File: config.mk
export PLATFORM = sky130hd
export DESIGN_NAME = fifo_rd_stream_flat
export DESIGN_NICKNAME = d
export VERILOG_FILES = /design/src/rtl/fifo_rd_stream_if.sv /design/src/rtl/fifo_rd_stream.sv /design/src/flat_wrapper.sv
export SDC_FILE = /design/constraint.sdc
export NUM_CORES = 1
export LEC_CHECK = 0
export ABC_AREA = 1
export CAP_MARGIN = 10
export CORE_MARGIN = 5
export CORE_UTILIZATION = 54
export DETAILED_ROUTE_END_ITERATION = 16
export PLACE_DENSITY = 0.81
export SLEW_MARGIN = 20
export SYNTH_ARGS = -nofsm -noshare
export SYNTH_HDL_FRONTEND = slang
export SYNTH_SLANG_ARGS = --single-unit
File: constraint.sdc
create_clock -name clk_i -period 2.5 [get_ports clk_i]
set_clock_uncertainty 0.1 [all_clocks]
set_input_delay 0.625 -clock clk_i [delete_from_list [all_inputs] [get_ports clk_i]]
set_output_delay 0.625 -clock clk_i [all_outputs]
set_load 0.05 [all_outputs]
File: src/rtl/fifo_rd_stream_if.sv
// ---------------------------------------------------------------------------
// fifo_rd_stream_if
// Bundles the FIFO read port and the valid/ready stream of fifo_rd_stream.
//   flush_i      : synchronous purge request into the adapter
//   fifo_re_o    : read enable towards the SRAM FIFO
//   fifo_rdata_i : SRAM read data, one cycle after fifo_re_o
//   fifo_empty_i : FIFO empty flag
//   valid_o      : stream data valid
//   ready_i      : stream consumer ready
//   data_o       : stream data (head of local buffer)
//   level_o      : locally held entries (0..2)
// Modport slave is the adapter's view; master is the surrounding environment.
// ---------------------------------------------------------------------------
interface fifo_rd_stream_if #(
    parameter int DATA_WIDTH = 32
);
    logic                  flush_i;
    logic                  fifo_re_o;
    logic [DATA_WIDTH-1:0] fifo_rdata_i;
    logic                  fifo_empty_i;
    logic                  valid_o;
    logic                  ready_i;
    logic [DATA_WIDTH-1:0] data_o;
    logic [1:0]            level_o;

    modport slave (
        input  flush_i,
        input  fifo_rdata_i,
        input  fifo_empty_i,
        input  ready_i,
        output fifo_re_o,
        output valid_o,
        output data_o,
        output level_o
    );

    modport master (
        output flush_i,
        output fifo_rdata_i,
        output fifo_empty_i,
        output ready_i,
        input  fifo_re_o,
        input  valid_o,
        input  data_o,
        input  level_o
    );
endinterface

File: src/rtl/fifo_rd_stream.sv
// ---------------------------------------------------------------------------
// fifo_rd_stream
// Read-side adapter behind a synchronous SRAM FIFO. Converts the raw
// read-enable / 1-cycle read latency / empty interface into a valid/ready
// stream using a 2-entry local buffer.
// Ports:
//   clk_i  : clock, rising edge
//   rst_ni : asynchronous active-low reset
//   bus    : fifo_rd_stream_if.slave (FIFO read port, stream, flush, level)
// A read is only launched when the buffer is guaranteed to have room for the
// returning data, counting the read already in flight and any slot freed by
// a transfer in the same cycle. The read enable therefore depends
// combinationally on ready_i; that path is what allows one transfer per
// cycle with only two slots.
// ---------------------------------------------------------------------------
module fifo_rd_stream #(
    parameter int DATA_WIDTH = 32
) (
    input  logic             clk_i,
    input  logic             rst_ni,
    fifo_rd_stream_if.slave  bus
);

    logic [DATA_WIDTH-1:0] slot_r [2];
    logic                  wr_ptr_r;
    logic                  rd_ptr_r;
    logic [1:0]            cnt_r;
    logic                  pend_r;     // a FIFO read was issued last cycle
    logic                  discard_r;  // the in-flight read must be dropped

    logic                  valid_s;
    logic                  xfer_s;
    logic                  capture_s;
    logic                  re_s;
    logic [2:0]            occ_s;
    logic [2:0]            limit_s;

    // Handshake decode and read-issue decision.
    always_comb begin
        valid_s   = (cnt_r != 2'd0);
        xfer_s    = valid_s && bus.ready_i;
        capture_s = pend_r && !discard_r;
        // Room exists when held + in-flight entries stay below 2, plus one
        // more if a slot is being freed by a transfer this cycle.
        occ_s     = {1'b0, cnt_r} + {2'b00, pend_r};
        limit_s   = 3'd2 + {2'b00, xfer_s};
        // rst_ni gates the enable so nothing is popped while held in reset.
        re_s      = rst_ni && !bus.fifo_empty_i && !bus.flush_i && (occ_s < limit_s);
    end

    // Drive the interface outputs from the buffer state.
    assign bus.fifo_re_o = re_s;
    assign bus.valid_o   = valid_s;
    assign bus.data_o    = slot_r[rd_ptr_r];
    assign bus.level_o   = cnt_r;

    // Buffer storage, pointers, occupancy and read-pipeline tracking.
    always_ff @(posedge clk_i or negedge rst_ni) begin
        if (!rst_ni) begin
            slot_r[0] <= {DATA_WIDTH{1'b0}};
            slot_r[1] <= {DATA_WIDTH{1'b0}};
            wr_ptr_r  <= 1'b0;
            rd_ptr_r  <= 1'b0;
            cnt_r     <= 2'd0;
            pend_r    <= 1'b0;
            discard_r <= 1'b0;
        end else if (bus.flush_i) begin
            // Held entries and any data arriving this cycle are dropped;
            // re is blocked during flush so nothing new is in flight.
            wr_ptr_r  <= 1'b0;
            rd_ptr_r  <= 1'b0;
            cnt_r     <= 2'd0;
            pend_r    <= 1'b0;
            discard_r <= 1'b0;
        end else begin
            if (capture_s) begin
                slot_r[wr_ptr_r] <= bus.fifo_rdata_i;
                wr_ptr_r         <= ~wr_ptr_r;
            end else begin
                wr_ptr_r         <= wr_ptr_r;
            end
            if (xfer_s) begin
                rd_ptr_r <= ~rd_ptr_r;
            end else begin
                rd_ptr_r <= rd_ptr_r;
            end
            cnt_r     <= cnt_r + {1'b0, capture_s} - {1'b0, xfer_s};
            pend_r    <= re_s;
            discard_r <= 1'b0;
        end
    end

endmodule

File: src/flat_wrapper.sv
// flat-port wrapper written by rule: the top's interface ports become plain ports
module fifo_rd_stream_flat 
#(
    parameter int DATA_WIDTH = 32
)
  (clk_i, rst_ni, bus_flush_i, bus_fifo_rdata_i, bus_fifo_empty_i, bus_ready_i, bus_fifo_re_o, bus_valid_o, bus_data_o, bus_level_o);
  fifo_rd_stream_if #(.DATA_WIDTH(DATA_WIDTH)) bus_i ();
  input  logic clk_i;
  input  logic rst_ni;
  input wire logic [$bits(bus_i.flush_i)-1:0] bus_flush_i;
  input wire logic [$bits(bus_i.fifo_rdata_i)-1:0] bus_fifo_rdata_i;
  input wire logic [$bits(bus_i.fifo_empty_i)-1:0] bus_fifo_empty_i;
  input wire logic [$bits(bus_i.ready_i)-1:0] bus_ready_i;
  output wire logic [$bits(bus_i.fifo_re_o)-1:0] bus_fifo_re_o;
  output wire logic [$bits(bus_i.valid_o)-1:0] bus_valid_o;
  output wire logic [$bits(bus_i.data_o)-1:0] bus_data_o;
  output wire logic [$bits(bus_i.level_o)-1:0] bus_level_o;
  assign bus_i.flush_i = bus_flush_i;
  assign bus_i.fifo_rdata_i = bus_fifo_rdata_i;
  assign bus_i.fifo_empty_i = bus_fifo_empty_i;
  assign bus_i.ready_i = bus_ready_i;
  assign bus_fifo_re_o = bus_i.fifo_re_o;
  assign bus_valid_o = bus_i.valid_o;
  assign bus_data_o = bus_i.data_o;
  assign bus_level_o = bus_i.level_o;
  fifo_rd_stream #(.DATA_WIDTH(DATA_WIDTH)) u_core (.clk_i(clk_i), .rst_ni(rst_ni), .bus(bus_i));
endmodule
== Word-level counts from Yosys, hierarchy flattened ==
Cells that the tools add are included.

* Register bits after elaboration: 69
* Input bits: 37
* Output and inout bits: 36

* Add/subtract/negate cells: 4
* Magnitude comparators: 4
* Mux-type cells: 12
* Bitwise operators: 5
* Reduce and logical (&&, ||, !) cells: 11

{| class="wikitable"
|+ Operator list
! operator !! number
|-
| 32-bit 2-to-1 mux || 4
|-
| 64-bit bitwise mux || 1
|-
| 32-bit demux with 1-bit select || 1
|-
| 2-bit nonzero test || 3
|-
| 1-bit logical AND || 5
|-
| 1-bit 2-to-1 mux || 5
|-
| 2-bit >= comparator, second input constant || 2
|-
| 1-bit NOT with 2-bit output || 2
|-
| 2-bit by 1-bit adder with 3-bit output || 1
|-
| 2-bit by 1-bit adder with 3-bit output, first input constant || 1
|-
| 3-bit < comparator || 1
|-
| 1-bit NOT || 3
|-
| 2-bit by 1-bit adder with 2-bit output || 1
|-
| 1-bit zero test || 2
|-
| 2-bit by 1-bit < comparator with 1-bit output, second input constant || 1
|-
| 2-bit 2-to-1 mux || 1
|-
| 2-bit AND reduction || 1
|-
| 2-bit by 1-bit subtractor with 2-bit output || 1
|}

== Longest topological paths before layout ==
* Depth after elaboration: 6
* Depth in mapped cells: 10
* Mapped depth without buffers: 10

== Least setup slack after synthesis ==
OpenSTA, ideal clock, no wires.

* Path type: flip-flop to output port
* From: reg u_core.cnt_r[1], in the netlist u_core.bus.level_o[1]
* To: out bus_fifo_re_o
* Data arrival time: 2122 ps
* Required time: 1775 ps
* Slack: -347 ps
* Stages on the path, launching flop included: 5
* Buffers on the path: 0
* Cells stage by stage: dfrtp_1 > inv_1 > nand2_1 > nand3_1 > a21oi_1

* Cells in the longest elaborated chain, start to end: 5
* Elaborated cells on any way between the ends: 6
* Classes of those cells: add/sub (2); order compare (1); reduce/logical (3)

{| class="wikitable"
|+ Ends and longest elaborated chain
! element !! RTL line !! source
|-
| start: declaration || fifo_rd_stream.sv:27 || <nowiki>logic [1:0] cnt_r;</nowiki>
|-
| start signal: assignment || fifo_rd_stream.sv:87 || <nowiki>cnt_r <= cnt_r + {1'b0, capture_s} - {1'b0, xfer_s};</nowiki>
|-
| 2-bit nonzero test || fifo_rd_stream.sv:40 || <nowiki>valid_s = (cnt_r != 2'd0);</nowiki>
|-
| net bus_valid_o || flat_wrapper.sv:15 || <nowiki>output wire logic [$bits(bus_i.valid_o)-1:0] bus_valid_o;</nowiki>
|-
| 1-bit logical AND || fifo_rd_stream.sv:41 || <nowiki>xfer_s = valid_s && bus.ready_i;</nowiki>
|-
| 2-bit by 1-bit adder with 3-bit output || fifo_rd_stream.sv:46 || <nowiki>limit_s = 3'd2 + {2'b00, xfer_s};</nowiki>
|-
| 3-bit < comparator || fifo_rd_stream.sv:48 || <nowiki>re_s = rst_ni && !bus.fifo_empty_i && !bus.flush_i && (occ_s < limit_s);</nowiki>
|-
| 1-bit logical AND || fifo_rd_stream.sv:48 ||
|-
| end: declaration || flat_wrapper.sv:14 || <nowiki>output wire logic [$bits(bus_i.fifo_re_o)-1:0] bus_fifo_re_o;</nowiki>
|}

The timed path passes the listed nets, and every way through them passes these cells.

== Final worst setup path ==
* From: reg u_core.pend_r
* To: out bus_fifo_re_o

* Cells in the longest elaborated chain, start to end: 3

{| class="wikitable"
|+ Ends and longest elaborated chain
! element !! RTL line !! source
|-
| start: declaration || fifo_rd_stream.sv:28 || <nowiki>logic pend_r;</nowiki>
|-
| start signal: assignment || fifo_rd_stream.sv:88 || <nowiki>pend_r <= re_s;</nowiki>
|-
| 2-bit by 1-bit adder with 3-bit output || fifo_rd_stream.sv:45 || <nowiki>occ_s = {1'b0, cnt_r} + {2'b00, pend_r};</nowiki>
|-
| 3-bit < comparator || fifo_rd_stream.sv:48 ||
|-
| 1-bit logical AND || fifo_rd_stream.sv:48 ||
|}

No other way between the ends.

==> out/results.ini <==
[outcome]
status=complete, no violations

[logic_synthesis]
seq_area_frac_synth_pct=51.9
yosys_register_bits=69
syn_area_mm2=0.00333
synth_top_cell_by_area=dfrtp_1
async_reset_ff_share_pct=100
synth.top_cells.by_count=nand2_1, dfrtp_1, o21ai_2
synth_top_area_share_pct=51.9
synthFlopType=dfrtp_1
synth.most_common_cell=nand2_1
ys_types=19
synth_edf_count=0
synthCells=380
synth.avg_cell_area_um2=8.76
yosysWarnings=0
synth_area_leaders=dfrtp_1, nand2_1, o21ai_2, inv_1, o21ai_1
syn-num-nets=421

[worst_setup_path]
critPathCapture=bus_fifo_re_o
rr_endpoint=u_core.bus.level_o[1]
crit_type=reg2out
cp_max_fo=4
crit_path_top_delay_cell=dfrtp_2
critPathMaxStageDelay_ps=430
worstPathRequired_ps=1770
crit_path_cell_trace=ha_1, ha_1, nor2_1, nand3_1, a21oi_4, buf_12
r2r_start=u_core.bus.level_o[1]
crit_top_cell=ha_1
end_kind=output port
start_kind=flip-flop
worstPathArrival_ps=1680
r2r_cells=9
worstSetupStartpoint=u_core.pend_r
regToRegSetupSlack_ps=830

[clock_network]
clock_latency_ps=320
cts_made_buffers=9
cts_root_buffer=clkbuf_8
clock_path_buffers=2
h-tree-depth=3
cts_hold_buf=0
cts_tree=yes
clk_pin_slew_worst_paths_ps=60
numClockSinks=69

[routing]
wire_per_inst_um=12.7
drc=0
num_vias=2601
drt_iter0_drc=143
vias_per_cell=4.89
firstDrtPassIters=5
ant_nets=0
wl_mm=6.77

[final_layout]
fin_cells=532
n_antenna_cell=0
n_fill_cell=497
finish.utilization_pct=70.3
layout.nets=496
layout-drive-gt1-share_pct=23.4
areaGrowthSynthToFinish_pct=25.7

[placement]
gp_congestion=0.702
port-buffer-count=72
placed_cells=517
place_hpwl_mm=4.61

[global_route]
grt_pass1_vias=2455
grt_pass1_wl_mm=11.5
grt_overflow_total=0
antenna_found_initial=0
grt_usage_pct=19.0
grt_max_degree=70

[timing]
setup-tns-final_ps=0
fin_crit_sh_pct=96.3
fmax_ghz=0.415
hold_viol_final=0
min_period_ps=2410
slew-limit-headroom_pct=42.8
maxSlewViolCount=0
setup_viol=0
tightest_slew_ps=859
rsz0062_at_grt=no

[floorplan]
die_w_um=88.5
ios=73
start_util_pct=55.9
dieHeight_um=88.5
die_area_mm2=0.00784
rows=28
fp.coreArea_mm2=0.00596

[worst_hold_path]
hold_path.class=reg2reg

[power_and_ir_drop]
ir_worst_vdd_uv=881
leakagePower_nw=2.27
powerDensity_mw_per_mm2=1210

[job]
cap_violations=0

## critical path: cells and delay by family, from the launching register on
family | cells | cell delay [ps]
AND/OR/NAND/NOR | 2 | 250
buffers and inverters | 1 | 150
AO/OA/AOI/OAI | 1 | 160
adder cells (fa/ha/maj) | 2 | 370
flip-flops | 1 | 430
## power by group
part / leakage [nW] / total, mW / switching [mW] / internal [mW]
Sequential: 0.903 / 1.65 / 0.187 / 1.47
Clock: 0.0836 / 0.727 / 0.362 / 0.365
Combinational: 1.28 / 2.68 / 1.83 / 0.842
Total: 2.27 / 5.06 / 2.38 / 2.67
## per-stage QoR
stage          instance area [um^2]  hold WS, ps  worst slack, ps  power (mW)
6_report                       4180          379             92.7        5.06
5_1_grt                        4180          396             6.28        5.41
4_1_cts                        4170          384             10.9        5.12
3_5_place_dp                   4010          368              170        4.37
3_3_place_gp                   4010          363              189        4.30
2_1_floorplan                  3340          229             4.42        3.57
## cells in the final DEF, fill, tap and decap left out, drive strengths merged
| cell type | instances |
|---|---|
| nand2 | 168 |
| dfrtp | 69 |
| o21ai | 64 |
| buf | 46 |
| inv | 41 |
| clkdlybuf4s50 | 37 |
| clkbuf | 10 |
| nand3 | 5 |
| nor2 | 4 |
| ha | 4 |
| clkinv | 3 |
| a21oi | 3 |
| nand3b | 1 |
| nand4 | 1 |
| dlymetal6s2s | 1 |
## logic make-up (layout without fill, tap and decap cells)
family | count (synthesis) | after routing | synth area share [%]
AO/OA/AOI/OAI | 67 | 67 | 14.9
buffers and inverters | 61 | 138 | 10.4
adder cells (fa/ha/maj) | 4 | 4 | 1.50
AND/OR/NAND/NOR | 179 | 179 | 21.3
flip-flops | 69 | 69 | 51.9
## state kept, by name (all words and copies together) (netlist names)
signal and cells:
u_core.bus.level_o 2, u_core.pend_r 1, u_core.rd_ptr_r 1, u_core.slot_r 64, u_core.wr_ptr_r 1
## repair_timing
action | 4_1_cts | 5_1_grt
buffers inserted | 0 | 2
gates resized for setup | 1 | 1
cloned | 0 | 0
setup endpoints to repair | 1 | 2
## layer usage
layer	wire length (um)	global-route usage (%)
met3	429	4.93
met1	3170	26.5
met5	0	0
met4	77	6.87
met2	3100	28.9
## worst min path at each step
stage | endpoint | depth (start not counted) | slack [ps] | startpoint
after global routing | u_core.slot_r[41] | 2 | 400 | u_core.slot_r[41]
after detailed placement | u_core.slot_r[28] | 2 | 370 | u_core.slot_r[28]
after global placement | u_core.slot_r[28] | 2 | 360 | u_core.slot_r[28]
after CTS | u_core.slot_r[28] | 2 | 380 | u_core.slot_r[28]
final | u_core.slot_r[6] | 2 | 380 | u_core.slot_r[6]
after floorplan | u_core.bus.level_o[0] | 0 | 230 | rst_ni
## area by class of cell
cell class	count	area [um^2]	area share, %
multi-input combinational	250	1270	30.3
inverter	41	154	3.68
timing repair buffer	84	788	18.8
clock buffer	10	138	3.29
sequential	69	1730	41.3
tap	75	93.8	2.24
clock inverter	3	15.0	0.359
Power figures use the tool's default switching activity.
